<file path="src/rtl/fetch_pkg.sv">
// Shared constants and types for the instruction-fetch slice (state codes, entry layout).
package fetch_pkg;

  localparam logic [31:0] RESET_PC_DEF = 32'h0000_0000;
  localparam logic [31:0] HALT_WORD    = 32'hFFFF_FFFF;
  localparam logic [31:0] NOP_WORD     = 32'h0000_0000;

  localparam logic [0:0] ST_FETCH = 1'b0;
  localparam logic [0:0] ST_HALT  = 1'b1;

  typedef struct packed {
    logic [31:0] addr;
    logic [31:0] data;
  } fetch_entry_t;

endpackage

</file>
<file path="src/rtl/if_fetch_unit_if.sv">
// Instruction-memory request/response bus between the fetch unit (master) and imem (slave).
interface if_fetch_unit_if;

  logic        imem_req;
  logic [31:0] imem_addr;
  logic        imem_gnt;
  logic        imem_rvalid;
  logic [31:0] imem_rdata;

  modport master (
    output imem_req,
    output imem_addr,
    input  imem_gnt,
    input  imem_rvalid,
    input  imem_rdata
  );

  modport slave (
    input  imem_req,
    input  imem_addr,
    output imem_gnt,
    output imem_rvalid,
    output imem_rdata
  );

endinterface

</file>
<file path="src/rtl/fetch_fifo.sv">
// Fetch buffer: BUF_DEPTH x {addr,data} FIFO with flush; push+pop when full is allowed.
module fetch_fifo
  import fetch_pkg::*;
#(
  parameter  int BUF_DEPTH = 2,
  localparam int CW        = $clog2(BUF_DEPTH + 1),
  localparam int PW        = (BUF_DEPTH > 1) ? $clog2(BUF_DEPTH) : 1
) (
  input  logic          CLOCK,
  input  logic          RESET,
  input  logic          flush,
  input  logic          push,
  input  fetch_entry_t  din,
  input  logic          pop,
  output fetch_entry_t  dout,
  output logic          full,
  output logic          empty,
  output logic [CW-1:0] count
);

  fetch_entry_t  mem [BUF_DEPTH];
  logic [PW-1:0] wr_ptr;
  logic [PW-1:0] rd_ptr;
  logic          wr_en;
  logic          rd_en;

  function automatic logic [PW-1:0] ptr_inc(input logic [PW-1:0] p);
    return (p == PW'(BUF_DEPTH - 1)) ? '0 : p + PW'(1);
  endfunction

  assign empty = (count == '0);
  assign full  = (count == CW'(BUF_DEPTH));
  assign wr_en = push && (!full || pop) && !flush;
  assign rd_en = pop && !empty && !flush;
  assign dout  = mem[rd_ptr];

  always_ff @(posedge CLOCK or posedge RESET) begin
    if (RESET) begin
      wr_ptr <= '0;
      rd_ptr <= '0;
      count  <= '0;
    end else if (flush) begin
      wr_ptr <= '0;
      rd_ptr <= '0;
      count  <= '0;
    end else begin
      if (wr_en) wr_ptr <= ptr_inc(wr_ptr);
      if (rd_en) rd_ptr <= ptr_inc(rd_ptr);
      count <= count + CW'(wr_en) - CW'(rd_en);
    end
  end

  always_ff @(posedge CLOCK) begin
    if (wr_en) mem[wr_ptr] <= din;
  end

endmodule

</file>
<file path="src/rtl/if_fetch_unit.sv">
// Instruction-fetch stage: PC, in-order imem requests, wrong-path squash, fetch buffer to IF/ID.
// Optional halt-word support is compiled in with `define FETCH_HALT_EN.
module if_fetch_unit
  import fetch_pkg::*;
#(
  parameter logic [31:0] RESET_PC  = RESET_PC_DEF,
  parameter int          BUF_DEPTH = 2
) (
  input  logic             CLOCK,
  input  logic             RESET,
  if_fetch_unit_if.master  imem,
  input  logic             redirect,
  input  logic [31:0]      redirect_pc,
  input  logic             stall,
  output logic             fetch_valid,
  output logic [31:0]      ins,
  output logic [31:0]      PCPlus4F,
  output logic             halted
);

  localparam int CW = $clog2(BUF_DEPTH + 1);

  logic [31:0]   pc_q;
  logic [CW-1:0] inflight_q;
  logic [CW-1:0] drop_q;
  logic [CW-1:0] inflight_nxt;
  logic [CW-1:0] count;
  logic [CW:0]   occupancy;
  logic          fetching;
  logic          gnt_fire;
  logic          rsp_drop;
  logic          push;
  logic          pop;
  logic          full;
  logic          empty;
  fetch_entry_t  push_ent;
  fetch_entry_t  head;

  // Every word in flight already owns a buffer slot, so the buffer can never overflow.
  assign occupancy      = {1'b0, inflight_q} + {1'b0, count};
  assign imem.imem_req  = !RESET && fetching && !full && (occupancy < (CW+1)'(BUF_DEPTH));
  assign imem.imem_addr = pc_q;

  assign gnt_fire     = imem.imem_req && imem.imem_gnt;
  assign rsp_drop     = imem.imem_rvalid && (drop_q != '0);
  assign push         = imem.imem_rvalid && !rsp_drop && fetching && !redirect;
  assign pop          = fetch_valid && !stall && !redirect;
  assign inflight_nxt = inflight_q + CW'(gnt_fire) - CW'(imem.imem_rvalid);

  // Surviving requests are the youngest (inflight - drop) ones, ending just below pc_q.
  assign push_ent.addr = pc_q - {{(30-CW){1'b0}}, inflight_q - drop_q, 2'b00};
  assign push_ent.data = imem.imem_rdata;

  always_ff @(posedge CLOCK or posedge RESET) begin
    if (RESET) begin
      pc_q       <= RESET_PC;
      inflight_q <= '0;
      drop_q     <= '0;
    end else begin
      inflight_q <= inflight_nxt;
      if (redirect) begin
        pc_q   <= redirect_pc;
        drop_q <= inflight_nxt;
      end else begin
        if (gnt_fire) pc_q   <= pc_q + 32'd4;
        if (rsp_drop) drop_q <= drop_q - CW'(1);
      end
    end
  end

  fetch_fifo #(.BUF_DEPTH(BUF_DEPTH)) u_fifo (
    .CLOCK (CLOCK),
    .RESET (RESET),
    .flush (redirect),
    .push  (push),
    .din   (push_ent),
    .pop   (pop),
    .dout  (head),
    .full  (full),
    .empty (empty),
    .count (count)
  );

  assign fetch_valid = !empty;
  assign ins         = fetch_valid ? head.data : NOP_WORD;
  assign PCPlus4F    = fetch_valid ? head.addr + 32'd4 : 32'h0;

`ifdef FETCH_HALT_EN
  logic [0:0] state_q;
  logic       halted_q;

  // The halt word is the last word ever pushed while halted, so popping it ends the stream.
  always_ff @(posedge CLOCK or posedge RESET) begin
    if (RESET) begin
      state_q  <= ST_FETCH;
      halted_q <= 1'b0;
    end else if (redirect) begin
      state_q  <= ST_FETCH;
      halted_q <= 1'b0;
    end else begin
      if (push && imem.imem_rdata == HALT_WORD) state_q <= ST_HALT;
      if (pop && state_q == ST_HALT && head.data == HALT_WORD) halted_q <= 1'b1;
    end
  end

  assign fetching = (state_q == ST_FETCH);
  assign halted   = halted_q;
`else
  assign fetching = 1'b1;
  assign halted   = 1'b0;
`endif

endmodule

</file>
<file path="src/flat_wrapper.sv">
// flat-port wrapper written by rule: the top's interface ports become plain ports
module if_fetch_unit_flat import fetch_pkg::*;
#(
  parameter logic [31:0] RESET_PC  = RESET_PC_DEF,
  parameter int          BUF_DEPTH = 2
)
  (CLOCK, RESET, redirect, redirect_pc, stall, fetch_valid, ins, PCPlus4F, halted, imem_imem_req, imem_imem_addr, imem_imem_gnt, imem_imem_rvalid, imem_imem_rdata);
  if_fetch_unit_if imem_i ();
  input  logic CLOCK;
  input  logic RESET;
  input  logic redirect;
  input  logic [31:0] redirect_pc;
  input  logic stall;
  output logic fetch_valid;
  output logic [31:0] ins;
  output logic [31:0] PCPlus4F;
  output logic halted;
  output wire logic [$bits(imem_i.imem_req)-1:0] imem_imem_req;
  output wire logic [$bits(imem_i.imem_addr)-1:0] imem_imem_addr;
  input wire logic [$bits(imem_i.imem_gnt)-1:0] imem_imem_gnt;
  input wire logic [$bits(imem_i.imem_rvalid)-1:0] imem_imem_rvalid;
  input wire logic [$bits(imem_i.imem_rdata)-1:0] imem_imem_rdata;
  assign imem_imem_req = imem_i.imem_req;
  assign imem_imem_addr = imem_i.imem_addr;
  assign imem_i.imem_gnt = imem_imem_gnt;
  assign imem_i.imem_rvalid = imem_imem_rvalid;
  assign imem_i.imem_rdata = imem_imem_rdata;
  if_fetch_unit #(.RESET_PC(RESET_PC), .BUF_DEPTH(BUF_DEPTH)) u_core (.CLOCK(CLOCK), .RESET(RESET), .imem(imem_i), .redirect(redirect), .redirect_pc(redirect_pc), .stall(stall), .fetch_valid(fetch_valid), .ins(ins), .PCPlus4F(PCPlus4F), .halted(halted));
endmodule
</file>
<file path="config.mk">
export PLATFORM = sky130hd
export DESIGN_NAME = if_fetch_unit_flat
export DESIGN_NICKNAME = d
export VERILOG_FILES = /design/src/rtl/fetch_pkg.sv /design/src/rtl/if_fetch_unit_if.sv /design/src/rtl/fetch_fifo.sv /design/src/rtl/if_fetch_unit.sv /design/src/flat_wrapper.sv
export SDC_FILE = /design/constraint.sdc
export NUM_CORES = 1
export LEC_CHECK = 0
export CAP_MARGIN = 0
export CORE_MARGIN = 1.5
export CORE_UTILIZATION = 35
export CTS_CLUSTER_DIAMETER = 30
export DETAILED_ROUTE_END_ITERATION = 8
export PLACE_DENSITY = 0.68
export SLEW_MARGIN = 20
export SYNTH_ARGS = -nofsm -noshare
export SYNTH_HDL_FRONTEND = slang
export SYNTH_SLANG_ARGS = --single-unit
</file>
<file path="constraint.sdc">
create_clock -name CLOCK -period 4.5 [get_ports CLOCK]
set_input_delay 0.9 -clock CLOCK [delete_from_list [all_inputs] [get_ports CLOCK]]
set_output_delay 0.9 -clock CLOCK [all_outputs]
set_load 0.1 [all_outputs]
</file>
==> results.tsv <==
stage	metric	value	unit
sta	final period utilization	91.10	%
layout	utilization after layout	47.43	%
layout	area of the multi-input gates	3710	sq um
logic_synthesis	Yosys cell types	61	
placed_design	hpwl dp	15010	um
layout	share of cells above drive strength 1	17.23	%
power	PnR Total Power	6.498	mW
cts	CTS buffer count	17	
run_status	status	complete, no violations	
floorplanning	Core Area	24320	sq um
sta	Worst slew margin	30.41	%
floorplanning	die height	160.5	um
global_route	initial antenna violation count	1	
logic_synthesis	syn nets	850	
cts	H-tree levels	4	
detailed_routing	DRT iter0 DRCs	392	
cts	Clock Tree Buf Depth	2	
floorplanning	num rows	57	
logic_synthesis	register area share after synthesis	55.79	%
global_route	first-pass GRT wire length	32900	um
cts	setup repair bufs after CTS	0	
critical_path	critical path fanouts, max	51	
detailed_routing	Vias	6276	
sta	Slew Limit Fails	0	
critical_path	CP Data Arrival Time	3.20	ns
placed_design	Port Buffer Count	167	
layout	area delta synth->final	32.84	%
global_route	Global Route Usage Sum	16.33	%
critical_path	crit path from	u_core.u_fifo.rd_ptr	
layout	most frequent cells in the layout	128 x edfxtp_1, 101 x clkdlybuf4s50_1, 59 x nor2_1	
layout	Seq. cell area	4848	sq um
power	leak pwr	3.980	nW
logic_synthesis	synth warn	0	
layout	fill cell count	2177	
detailed_routing	Routed WL per cell	16.70	um
detailed_routing	DRC	0	
cts	clk slew on worst S/H paths	0.06	ns
sta	worst slew pin tran	1.041	ns
power	maximum VDD drop	0.3041	mV
critical_path	R2R depth	11	
layout	commonest non-fill, non-tap cell in the layout	edfxtp_1	
layout	n_diodes	0	
critical_path	CP startpoint kind	flip-flop	
sta	final hold vios	0	
layout	Nets	992	
min_path	Hold Path Class	flip-flop to flip-flop	
flow_run	Max Cap Viol	0	
logic_synthesis	Yosys top cell area share	44.27	%
critical_path	RR Endpoint	u_core.u_fifo.mem[1][53]	
sta	crit path time final	4.099	ns
logic_synthesis	post-synthesis register bit count	168	
cts	# hold bufs at CTS	0	
placed_design	RePlAce Congestion	0.8263	
detailed_routing	drt pass-1 iters	4	
layout	Layout Cells excl Fill	1247	
logic_synthesis	Synth Cell Area	8683	sq um
logic_synthesis	top cells by area, synth	edfxtp_1 44%, dfrtp_1 12%, mux2i_1 5.6%	
cts	Gates resized, CTS repair	0	
global_route	largest net degree at the start of global routing	65	
floorplanning	initial core utilization	35.71	%
sta	post-route setup TNS	0	ns
floorplanning	io pins	169	
critical_path	Crit Path Class	flip-flop to primary output	
cts	worst-skew pair later-pin latency	0.42	ns
logic_synthesis	largest area contributor in the netlist	edfxtp_1	
cts	clock root buffer	clkbuf_16	
logic_synthesis	average size of a mapped cell	11.31	sq um
critical_path	R2R setup slack	1.30	ns
global_route	vias in the first global route	6004	
sta	Hold WS	0.4976	ns
critical_path	data required time of the worst path	3.60	ns
critical_path	timing endpoint of the critical path	PCPlus4F[15]	
floorplanning	die width	160.5	um
logic_synthesis	ys flop type	edfxtp_1	
placed_design	placed cell count	1215	
sta	f_max	243.9	MHz
power	Power Dens Cells	563.3	nW/um^2
sta	clk_skew	0.01298	ns
critical_path	RR Startpoint	u_core.inflight_q[0]	
global_route	GRT overflow	0	
sta	RSZ-0062 raised after global routing	no	
detailed_routing	Post-Route WL	20830	um
floorplanning	full die area	25760	sq um
logic_synthesis	ys async rst share	23.81	%
detailed_routing	vias per inst	5.033	
cts	CTS tree	done	
logic_synthesis	EDFF count, synth	128	
detailed_routing	Post-DRT Antenna Nets	0	
critical_path	critical path capture point type	primary output	
cts	Clock Sinks	168	
logic_synthesis	Post-Syn Instances	768	
sta	endpoints failing setup	0	
[power breakdown]
part | total, mW | leakage [nW] | internal (mW) | switching, mW
clock network | 1.45 | 0.284 | 0.833 | 0.621
registers | 2.03 | 1.65 | 1.89 | 0.148
logic | 3.01 | 2.05 | 0.847 | 2.16
[cells in the mapped netlist (3+ instances only)]
| cell type | n |
|---|---|
| and3_1 | 9 |
| and4_1 | 5 |
| nand2b_1 | 6 |
| ha_1 | 10 |
| o21a_1 | 4 |
| buf_4 | 4 |
| nand4b_1 | 3 |
| nor2_1 | 65 |
| dfrtp_1 | 40 |
| o21ai_0 | 42 |
| nor4_1 | 15 |
| a31oi_1 | 7 |
| clkbuf_1 | 36 |
| o31ai_1 | 4 |
| edfxtp_1 | 128 |
| buf_2 | 9 |
| o22ai_1 | 3 |
| nand3b_1 | 5 |
| a22oi_1 | 3 |
| a21oi_1 | 12 |
| nand3_1 | 25 |
| or3_1 | 10 |
| nand2_1 | 56 |
| or4_1 | 10 |
| and2_1 | 6 |
| mux2_2 | 15 |
| inv_1 | 21 |
| xor2_1 | 30 |
| nor3_1 | 25 |
| nand4_1 | 24 |
| nor2b_1 | 8 |
| mux2i_1 | 49 |
| xnor2_1 | 40 |
[routing by layer]
layer | global-route usage [%] | vias up | part of all wire, %
met3 | 3.099 | 16 | 4.7
met4 | 5.183 | 0 | 1.4
li1 | - | 3088 | -
met2 | 25.23 | 160 | 47
met1 | 23.16 | 3012 | 47
met5 | 0 | - | 0
[how the worst min path moves through the flow]
stage	end	start	slack [ns]	cells after the start
6_report	u_core.u_fifo.mem[0][33]	u_core.imem.imem_addr[1]	0.50	0
5_1_grt	u_core.u_fifo.mem[1][32]	u_core.imem.imem_addr[0]	0.52	0
4_1_cts	u_core.u_fifo.mem[0][33]	u_core.imem.imem_addr[1]	0.50	0
3_5_place_dp	u_core.u_fifo.mem[1][33]	u_core.imem.imem_addr[1]	0.48	0
3_3_place_gp	u_core.u_fifo.mem[0][33]	u_core.imem.imem_addr[1]	0.48	0
2_1_floorplan	u_core.u_fifo.mem[0][32]	u_core.imem.imem_addr[0]	0.46	0
[state kept, by name, indices dropped and copies added (netlist names)]
register               flops
u_core.u_fifo.rd_ptr       1
u_core.inflight_q          2
u_core.u_fifo.mem        128
u_core.imem.imem_addr     32
u_core.drop_q              2
u_core.u_fifo.count        2
u_core.u_fifo.wr_ptr       1
[worst max-delay path, stage by stage (launching register included)]
cell and delay [ns]:
dfrtp_4 0.55, buf_4 0.50, mux2i_1 0.33, nand3_1 0.36
or4_1 0.64, a21oi_2 0.20, buf_12 0.20
[layout make-up]
type	count	share of cell area, %
Clock buffer	18	3.721
Clock inverter	14	1.421
Inverter	23	0.7485
Multi-Input combinational cell	523	32.16
Sequential cell	168	42.03
Tap cell	324	3.514
Timing Repair Buffer	177	16.40
[metrics by stage]
stage          setup WS, ns  area, sq um
2_1_floorplan       -0.1052         8874
3_3_place_gp         0.9093        10940
3_5_place_dp         0.8547        10940
4_1_cts              0.4043        11530
5_1_grt              0.2007        11530
6_report             0.4007        11530
[logic make-up (layout without fill, tap and decap cells)]
family / after synthesis / in the layout / share of synthesized area (%)
buf+inv: 77 / 232 / 3.818
flops: 168 / 168 / 55.79
xor+xnor: 70 / 70 / 7.061
compound gates: 89 / 89 / 6.196
other cells: 1 / 1 / 0.04319
simple gates: 287 / 287 / 17.59
mux: 64 / 64 / 7.594
fa+ha+maj: 12 / 12 / 1.902
Note: power is estimated with default switching activity, not from simulation.
==> variant, RTL diff (same flow settings) <==
`BUF_DEPTH` is set to 2 in 3 places; all go to 4.
--- a/src/rtl/fetch_fifo.sv
+++ b/src/rtl/fetch_fifo.sv
@@ -4,3 +4,3 @@
 #(
-  parameter  int BUF_DEPTH = 2,
+  parameter  int BUF_DEPTH = 4,
   localparam int CW        = $clog2(BUF_DEPTH + 1),
--- a/src/rtl/if_fetch_unit.sv
+++ b/src/rtl/if_fetch_unit.sv
@@ -6,3 +6,3 @@
   parameter logic [31:0] RESET_PC  = RESET_PC_DEF,
-  parameter int          BUF_DEPTH = 2
+  parameter int          BUF_DEPTH = 4
 ) (
--- a/src/flat_wrapper.sv
+++ b/src/flat_wrapper.sv
@@ -4,3 +4,3 @@
   parameter logic [31:0] RESET_PC  = RESET_PC_DEF,
-  parameter int          BUF_DEPTH = 2
+  parameter int          BUF_DEPTH = 4
 )
Behaviour: not the same (Yosys sat finds a counterexample within 4 cycles, from zero or initial values and one cycle with RESET high).
==> variant against the original RTL <==
Count of clock-buffer cells in the layout is 45 higher. Largest power group unchanged. Final area grew 58%. Synthesized area rose by 57%. Via count grew 38%. Sequential power is 72% higher. Hold slack better by 0.035 ns. Worst setup slack lost 0.26 ns. Power rose by 110%. Largest cell class unchanged. Wire length increased by 60%. Critical path depth grew 1. Critical path type unchanged. Sequential cell count increased by 133.
==> variant: results (changes against the original RTL) <==
Clock tree
  • Resized Gates After CTS: 2 (+2)
  • Total CTS buffers: 61 (+44)
  • CTS max path bufs: 3 (+1)

Layout
  • Total of fill cells in the finished design: 3335 (+53%)
  • Max FFs per register: 256 (+100%)

Pwr
  • Seq group: 3.50 mW (+72%)
  • Comb power frac: 0.401 (-0.062)
  • Static Leak: 6.31 nW (+58%)

Run status
  • Result of the run: finished clean

Critical path
  • Critical path peak fanout: 12 (-76%)
  • Worst path slowest cell: sky130_fd_sc_hd__or4_4

Synth
  • Post-synthesis sequential area ratio: 0.648 (+0.0903)
  • Post-synthesis async set-or-reset flop share: 0.150 (-0.0886)
  • Cells taking the most area after synthesis: sky130_fd_sc_hd__edfxtp_1 (57%), sky130_fd_sc_hd__mux4_2 (10%), sky130_fd_sc_hd__dfrtp_1 (8.3%)

Detailed routing
  • Routed wl met2: 15300 um (+58%)
  • Routed len/inst: 19.6 um (+17%)
  • Detailed router's first-iteration violation count: 584 (+49%)
  • DR vias: 8665 (+38%)
  • Post-Route M1 WL: 15200 um (+54%)

Global routing
  • Largest net degree at the start of global routing: 69 (+6.2%)
  • Total Routing Usage GR: 0.167 (+0.00340)
  • Initial antenna violation count: 0 (-1)
  • Met3 track demand over resource: 0.0327 (+0.00171)
  • Met1 capacity usage during global routing: 0.236 (+0.00398)

Timing
  • Skew final: 0.0380 ns (+0.0250 ns)
  • Worst Hold Margin: 0.532 ns (+0.0349 ns)
  • Transition time at the pin with the least slew margin: 1.03 ns (-0.0137 ns)

Place
  • Half-perimeter wire length after placement: 21700 um (+44%)
-- variant: metrics by stage --
step	power (mW)	setup slack (ns)	instance area, um^2	util
CTS	13.5	0.0344	18200	0.472
detailed placement	8.91	0.500	16000	0.417
floorplan	7.45	0.0983	13600	-
global placement	8.84	0.554	16000	0.417
global route	13.9	0.0211	18200	0.474
finish	13.4	0.139	18200	0.474
-- variant: logic make-up after synthesis --
logic type | share of synthesized area
DFF | 0.648
adders and majority gates | 0.0234
and+or+nand+nor | 0.115
buffers and inverters | 0.0252
xor gates and xnor gates | 0.0399
muxes | 0.109
AOI/OAI and AO/OA | 0.0389
other | 0.000276
-- variant: area by class of cell --
cell class / count / area (um^2) / area share
clock inverter: 52 / 606 / 0.0332
tap: 518 / 648 / 0.0355
inverter: 29 / 110 / 0.00603
sequential: 301 / 8820 / 0.483
clock buffer: 63 / 1530 / 0.0841
multi-input combinational: 533 / 4480 / 0.245
timing repair buffer: 199 / 2050 / 0.113
